<file path="config.mk">
export PLATFORM = sky130hd
export DESIGN_NAME = lfsr_galois_ctrl
export DESIGN_NICKNAME = d
export VERILOG_FILES = /design/src/rtl/lfsr_galois_ctrl.sv
export SDC_FILE = /design/constraint.sdc
export NUM_CORES = 1
export LEC_CHECK = 0
export ABC_AREA = 1
export CAP_MARGIN = 20
export CORE_ASPECT_RATIO = 0.8
export CORE_MARGIN = 3
export CORE_UTILIZATION = 46
export CTS_CLUSTER_SIZE = 14
export DETAILED_ROUTE_END_ITERATION = 12
export PLACE_DENSITY = 0.77
export SYNTH_ARGS = -nofsm -noshare
export SYNTH_HDL_FRONTEND = slang
export SYNTH_SLANG_ARGS = --single-unit
export TNS_END_PERCENT = 10
</file>
<file path="constraint.sdc">
create_clock -name CLK_I -period 1.95 [get_ports CLK_I]
set_clock_uncertainty 0.1 [all_clocks]
set_input_delay 0.195 -clock CLK_I [delete_from_list [all_inputs] [get_ports CLK_I]]
set_output_delay 0.195 -clock CLK_I [all_outputs]
set_load 0.01 [all_outputs]
</file>
<file path="src/rtl/lfsr_galois_ctrl.sv">
// lfsr_galois_ctrl: job sequencer for one Galois LFSR instance.
// Loads a seed, steps the LFSR per accepted word, reports the first return-to-seed.
module lfsr_galois_ctrl #(
  parameter int MAX_LEN = 8,
  parameter int CNT_W   = 16
) (
  input  logic               CLK_I,
  input  logic               RST_N_I,
  input  logic               CMD_VALID_I,
  output logic               CMD_READY_O,
  input  logic [MAX_LEN-1:0] CMD_SEED_I,
  input  logic [MAX_LEN-1:0] CMD_POLY_I,
  input  logic [CNT_W-1:0]   CMD_LEN_I,
  input  logic               ABORT_I,
  output logic               OUT_VALID_O,
  input  logic               OUT_READY_I,
  output logic [MAX_LEN-1:0] OUT_DATA_O,
  output logic               OUT_LAST_O,
  output logic               LFSR_LOAD_O,
  output logic               LFSR_EN_O,
  output logic [MAX_LEN-1:0] LFSR_SEED_O,
  output logic [MAX_LEN-1:0] LFSR_POLY_O,
  input  logic [MAX_LEN-1:0] LFSR_DATA_I,
  output logic               BUSY_O,
  output logic               ERR_O,
  output logic               WRAP_O,
  output logic [CNT_W-1:0]   PERIOD_O
);

  localparam logic [1:0] S_IDLE = 2'd0;
  localparam logic [1:0] S_LOAD = 2'd1;
  localparam logic [1:0] S_RUN  = 2'd2;

  logic [1:0]         state_q, state_d;
  logic [MAX_LEN-1:0] seed_q, seed_d;
  logic [MAX_LEN-1:0] poly_q, poly_d;
  logic [CNT_W-1:0]   len_q, len_d;
  logic [CNT_W-1:0]   idx_q, idx_d;
  logic [CNT_W-1:0]   per_q, per_d;

  logic idle, run, acc, bad, xfer, last, wrap;

  // Handshake and status decode; ready is held low while reset is asserted.
  always_comb begin
    idle        = (state_q == S_IDLE);
    run         = (state_q == S_RUN);
    CMD_READY_O = RST_N_I & idle;
    acc         = CMD_VALID_I & CMD_READY_O;
    bad         = (CMD_SEED_I == '0) || (CMD_LEN_I == '0);
    OUT_VALID_O = run & ~ABORT_I;
    xfer        = OUT_VALID_O & OUT_READY_I;
    last        = (idx_q == len_q - 1'b1);
    wrap        = xfer && (idx_q != '0) &&
                  (LFSR_DATA_I == seed_q) && (per_q == '0);
    OUT_LAST_O  = OUT_VALID_O & last;
    OUT_DATA_O  = run ? LFSR_DATA_I : '0;
    LFSR_LOAD_O = (state_q == S_LOAD);
    LFSR_EN_O   = xfer;
    LFSR_SEED_O = seed_q;
    LFSR_POLY_O = poly_q;
    BUSY_O      = ~idle;
    ERR_O       = acc & bad;
    WRAP_O      = wrap;
    PERIOD_O    = per_q;
  end

  // Next-state and job register update.
  always_comb begin
    state_d = state_q;
    seed_d  = seed_q;
    poly_d  = poly_q;
    len_d   = len_q;
    idx_d   = idx_q;
    per_d   = per_q;
    unique case (state_q)
      S_IDLE: begin
        if (acc && !bad) begin
          seed_d  = CMD_SEED_I;
          poly_d  = CMD_POLY_I;
          len_d   = CMD_LEN_I;
          idx_d   = '0;
          per_d   = '0;
          state_d = S_LOAD;
        end
      end
      S_LOAD: begin
        state_d = ABORT_I ? S_IDLE : S_RUN;
      end
      S_RUN: begin
        if (ABORT_I) begin
          state_d = S_IDLE;
        end else if (xfer) begin
          idx_d = idx_q + 1'b1;
          if (wrap) per_d = idx_q;
          if (last) state_d = S_IDLE;
        end
      end
      default: state_d = S_IDLE;
    endcase
  end

  // State and job registers.
  always_ff @(posedge CLK_I or negedge RST_N_I) begin
    if (!RST_N_I) begin
      state_q <= S_IDLE;
      seed_q  <= '0;
      poly_q  <= '0;
      len_q   <= '0;
      idx_q   <= '0;
      per_q   <= '0;
    end else begin
      state_q <= state_d;
      seed_q  <= seed_d;
      poly_q  <= poly_d;
      len_q   <= len_d;
      idx_q   <= idx_d;
      per_q   <= per_d;
    end
  end

endmodule
</file>
==> results.py <==
metrics = {
    "power": {
        "irDropWorstVdd_uv": 685.0,
        "power_density_nw_per_um2": 790.3,
        "clockPowerShare_pct": 31.3,
        "static-leakage-power_uw": 0.003414,
        "power.sequential.fraction_pct": 31.0,
        "power_frac_comb_pct": 37.7,
        "power.internal_uw": 3603,
        "p_sw_share_pct": 32.40,
        "netSwitchingPower_uw": 1727,
    },
    "place": {
        "place_hpwl_um": 10530,
        "place.gp.congestion": 0.9114,
        "dp_worst_setup_slack_ps": -663.6,
        "portBuffers": 92,
    },
    "sta": {
        "timing.slew.headroom_pct": 40.82,
        "unrepaired_setup_endpoints_after_global_routing": "true",
        "setup_ws_post_layout_ps": -439.5,
        "maxClockFrequency_ghz": 0.4185,
        "finalHoldViolations": 0,
        "finalSetupViolCount": 4,
        "drv_slew": 0,
        "fin_crit_period_ps": 2389,
        "holdWs_ps": 35.50,
        "worstMarginPinSlew_ps": 887.7,
        "layout_worst_path_cycle_share_pct": 122.5,
    },
    "floorplanning": {
        "placeableCoreArea_um2": 8708,
        "top_ports": 93,
        "rows": 30,
        "floorplan.die.height_um": 91.80,
        "dieArea_um2": 10400,
        "floorplan.die.width_um": 113.3,
        "initial_util_pct": 48.61,
    },
    "cells_and_area": {
        "commonest_non_fill_non_tap_cell_in_the_layout": "nand2_1",
        "antenna_cells": 0,
        "syn_to_final_growth_pct": 59.33,
        "mostFrequentLayoutCells": "201 x nand2_1, 134 x buf_4, 74 x clkdlybuf4s50_1",
        "layout_cell_share_with_drive_strength_beyond_1_pct": 27.74,
        "final_net_count": 866,
    },
    "detailed_routing": {
        "wire_per_inst_um": 15.54,
        "initialDrtViolationCount": 408,
        "remaining_drc_errors": 0,
        "postRouteAntennaNets": 0,
        "totalWireLength_um": 14510,
        "num_vias": 4894,
        "routed_via_density": 5.240,
        "first_pass_iters": 7,
    },
    "worst_setup_path": {
        "crit_path_end_kind": "output pin",
        "cp_data_arrival_time_ps": 2090,
        "startpoint_type": "flip-flop",
        "origin_of_the_critical_flop_to_flop_path": "len_q[0]",
        "critical_path_required_ps": 1650,
        "worst-path-max-fanout": 8,
        "timing.reg2reg.worst_path_depth": 14,
        "timing.setup.critical_path_class": "reg2out",
        "timing.rr.end": "state_q[1]",
        "rrSetupSlack_ps": -20,
    },
    "global_routing": {
        "largest_net_degree_at_the_start_of_global_routing": 67,
        "grt_pass1_vias": 4829,
        "globalRouteTotalUtil_pct": 27.91,
        "grt_pass1_wl_um": 23290,
        "grt-ovfl-total": 0,
        "number_of_antenna_violations_at_the_first_check_in_global_routing": 0,
    },
    "outcome": {
        "violations": "setup timing",
        "run_status": "finished with violations",
    },
    "synthesis": {
        "ys_seq_area_share_pct": 39.02,
        "synthTopCellsByArea": "dfrtp_1 39%, nand2_1 18%, nand3_1 5.3%",
        "post_synth_instance_area_um2": 4233,
        "post_synth_inst_count": 595,
        "net_count_of_the_mapped_netlist": 643,
        "synthDistinctLibCells": 33,
        "ys_ff_latch": 66,
        "synth_top_cell_by_area": "dfrtp_1",
        "synth_top_area_share_pct": 39.02,
        "synthesis.yosys.warnings": 0,
        "syn_avg_cell_area_um2": 7.114,
    },
    "cts": {
        "path_clk_slew_ps": 50,
        "ctsHtreeMaxLevel": 3,
        "cts_num_sinks": 66,
        "cts-root-to-sink-buffers": 2,
        "tritoncts": "done",
        "clk_latency_ps": 330,
        "cts-buffers-inserted": 9,
        "ctsHoldBuffers": 0,
        "cts_root_buffer": "clkbuf_16",
    },
    "flow_run": {
        "drv_cap": 0,
    },
    "worst_hold_path": {
        "hold_path.class": "in2async",
    },
}
## flip-flops by register name (all words and copies together), names as in the netlist
name         cells
LFSR_SEED_O      8
LFSR_POLY_O      8
PERIOD_O        16
state_q          2
len_q           16
idx_q           16
## how the worst max path moves through the flow
stage          startpoint    endpoint  cells past startpoint
6_report         len_q[6]  OUT_LAST_O                      8
5_1_grt          len_q[1]  OUT_LAST_O                     11
4_1_cts          len_q[1]  OUT_LAST_O                     11
3_5_place_dp     len_q[0]  OUT_LAST_O                     11
3_3_place_gp     len_q[0]  OUT_LAST_O                     11
2_1_floorplan    len_q[0]  OUT_LAST_O                      9
## synthesized netlist by cell type, drive strengths merged
master  number
dfrtp       66
xor2        12
xnor2       13
buf         13
ha           3
nor4        10
o21ai       39
a21oi        2
and2         1
clkinv       1
nand2      210
and3         3
nor3         9
nor2        60
or2          4
a31o         3
inv         61
nand4       25
nand3b       3
clkbuf      10
nand3       47
## layout make-up
cell class	count	area [µm²]
clock inverters	2	35.03
multi-input cells	445	2404
inverters	62	237.7
well taps	112	140.1
clock buffers	13	270.3
repair buffers	234	2004
fillers	637	1964
flip-flops and latches	66	1653
## logic make-up after synthesis
logic type	synth area share [%]
AO/OA/AOI/OAI	6.621
XOR/XNOR	5.173
adder cells (fa/ha/maj)	0.8869
buffers and inverters	8.956
flip-flops	39.02
AND/OR/NAND/NOR	39.34
## layer usage
layer	global-route usage [%]	wire length, µm	part of all wire, %	vias up
met5	0	0	0	-
met4	6.707	196	1.4	0
met3	6.398	1147	7.9	27
met2	46.50	6766	47	210
met1	36.87	6402	44	2311
li1	-	-	-	2346
## timing repair
item	4_1_cts	5_1_grt
pin swaps	14	13
cloned	0	1
buffers inserted	7	1
resized for setup	62	22
endpoints found under the setup margin	73	48
## power groups by stage
stage | clock, µW | sequential (µW) | combinational (µW)
after global placement | 0 | 1660 | 1730
final | 1670 | 1650 | 2010
after floorplan | 0 | 1690 | 795
after CTS | 1700 | 1650 | 1920
after global routing | 1770 | 1670 | 2180
after detailed placement | 0 | 1660 | 1770
## critical path, cell delays in order, from the launching register on
cell and delay, ps:
dfrtp_1 410, nor2_1 170, nand2_1 120, nor2_4 210
nand3_1 120, xor2_1 170, nand3b_1 170, nor3_2 220
buf_2 170
## through the flow
step | total power [µW] | instance area, µm² | utilization [%] | cells | TNS (ps)
6_report | 5330 | 6744 | 77.44 | 934 | -615.7
5_1_grt | 5610 | 6744 | 77.44 | 934 | -2461
4_1_cts | 5271 | 6636 | 76.21 | 933 | -592.9
3_5_place_dp | 3434 | 6183 | 71.01 | 911 | -24170
3_3_place_gp | 3388 | 6183 | 71.01 | 911 | -22600
2_1_floorplan | 2482 | 4233 | - | 595 | 0
Power figures use the tool's default switching activity.
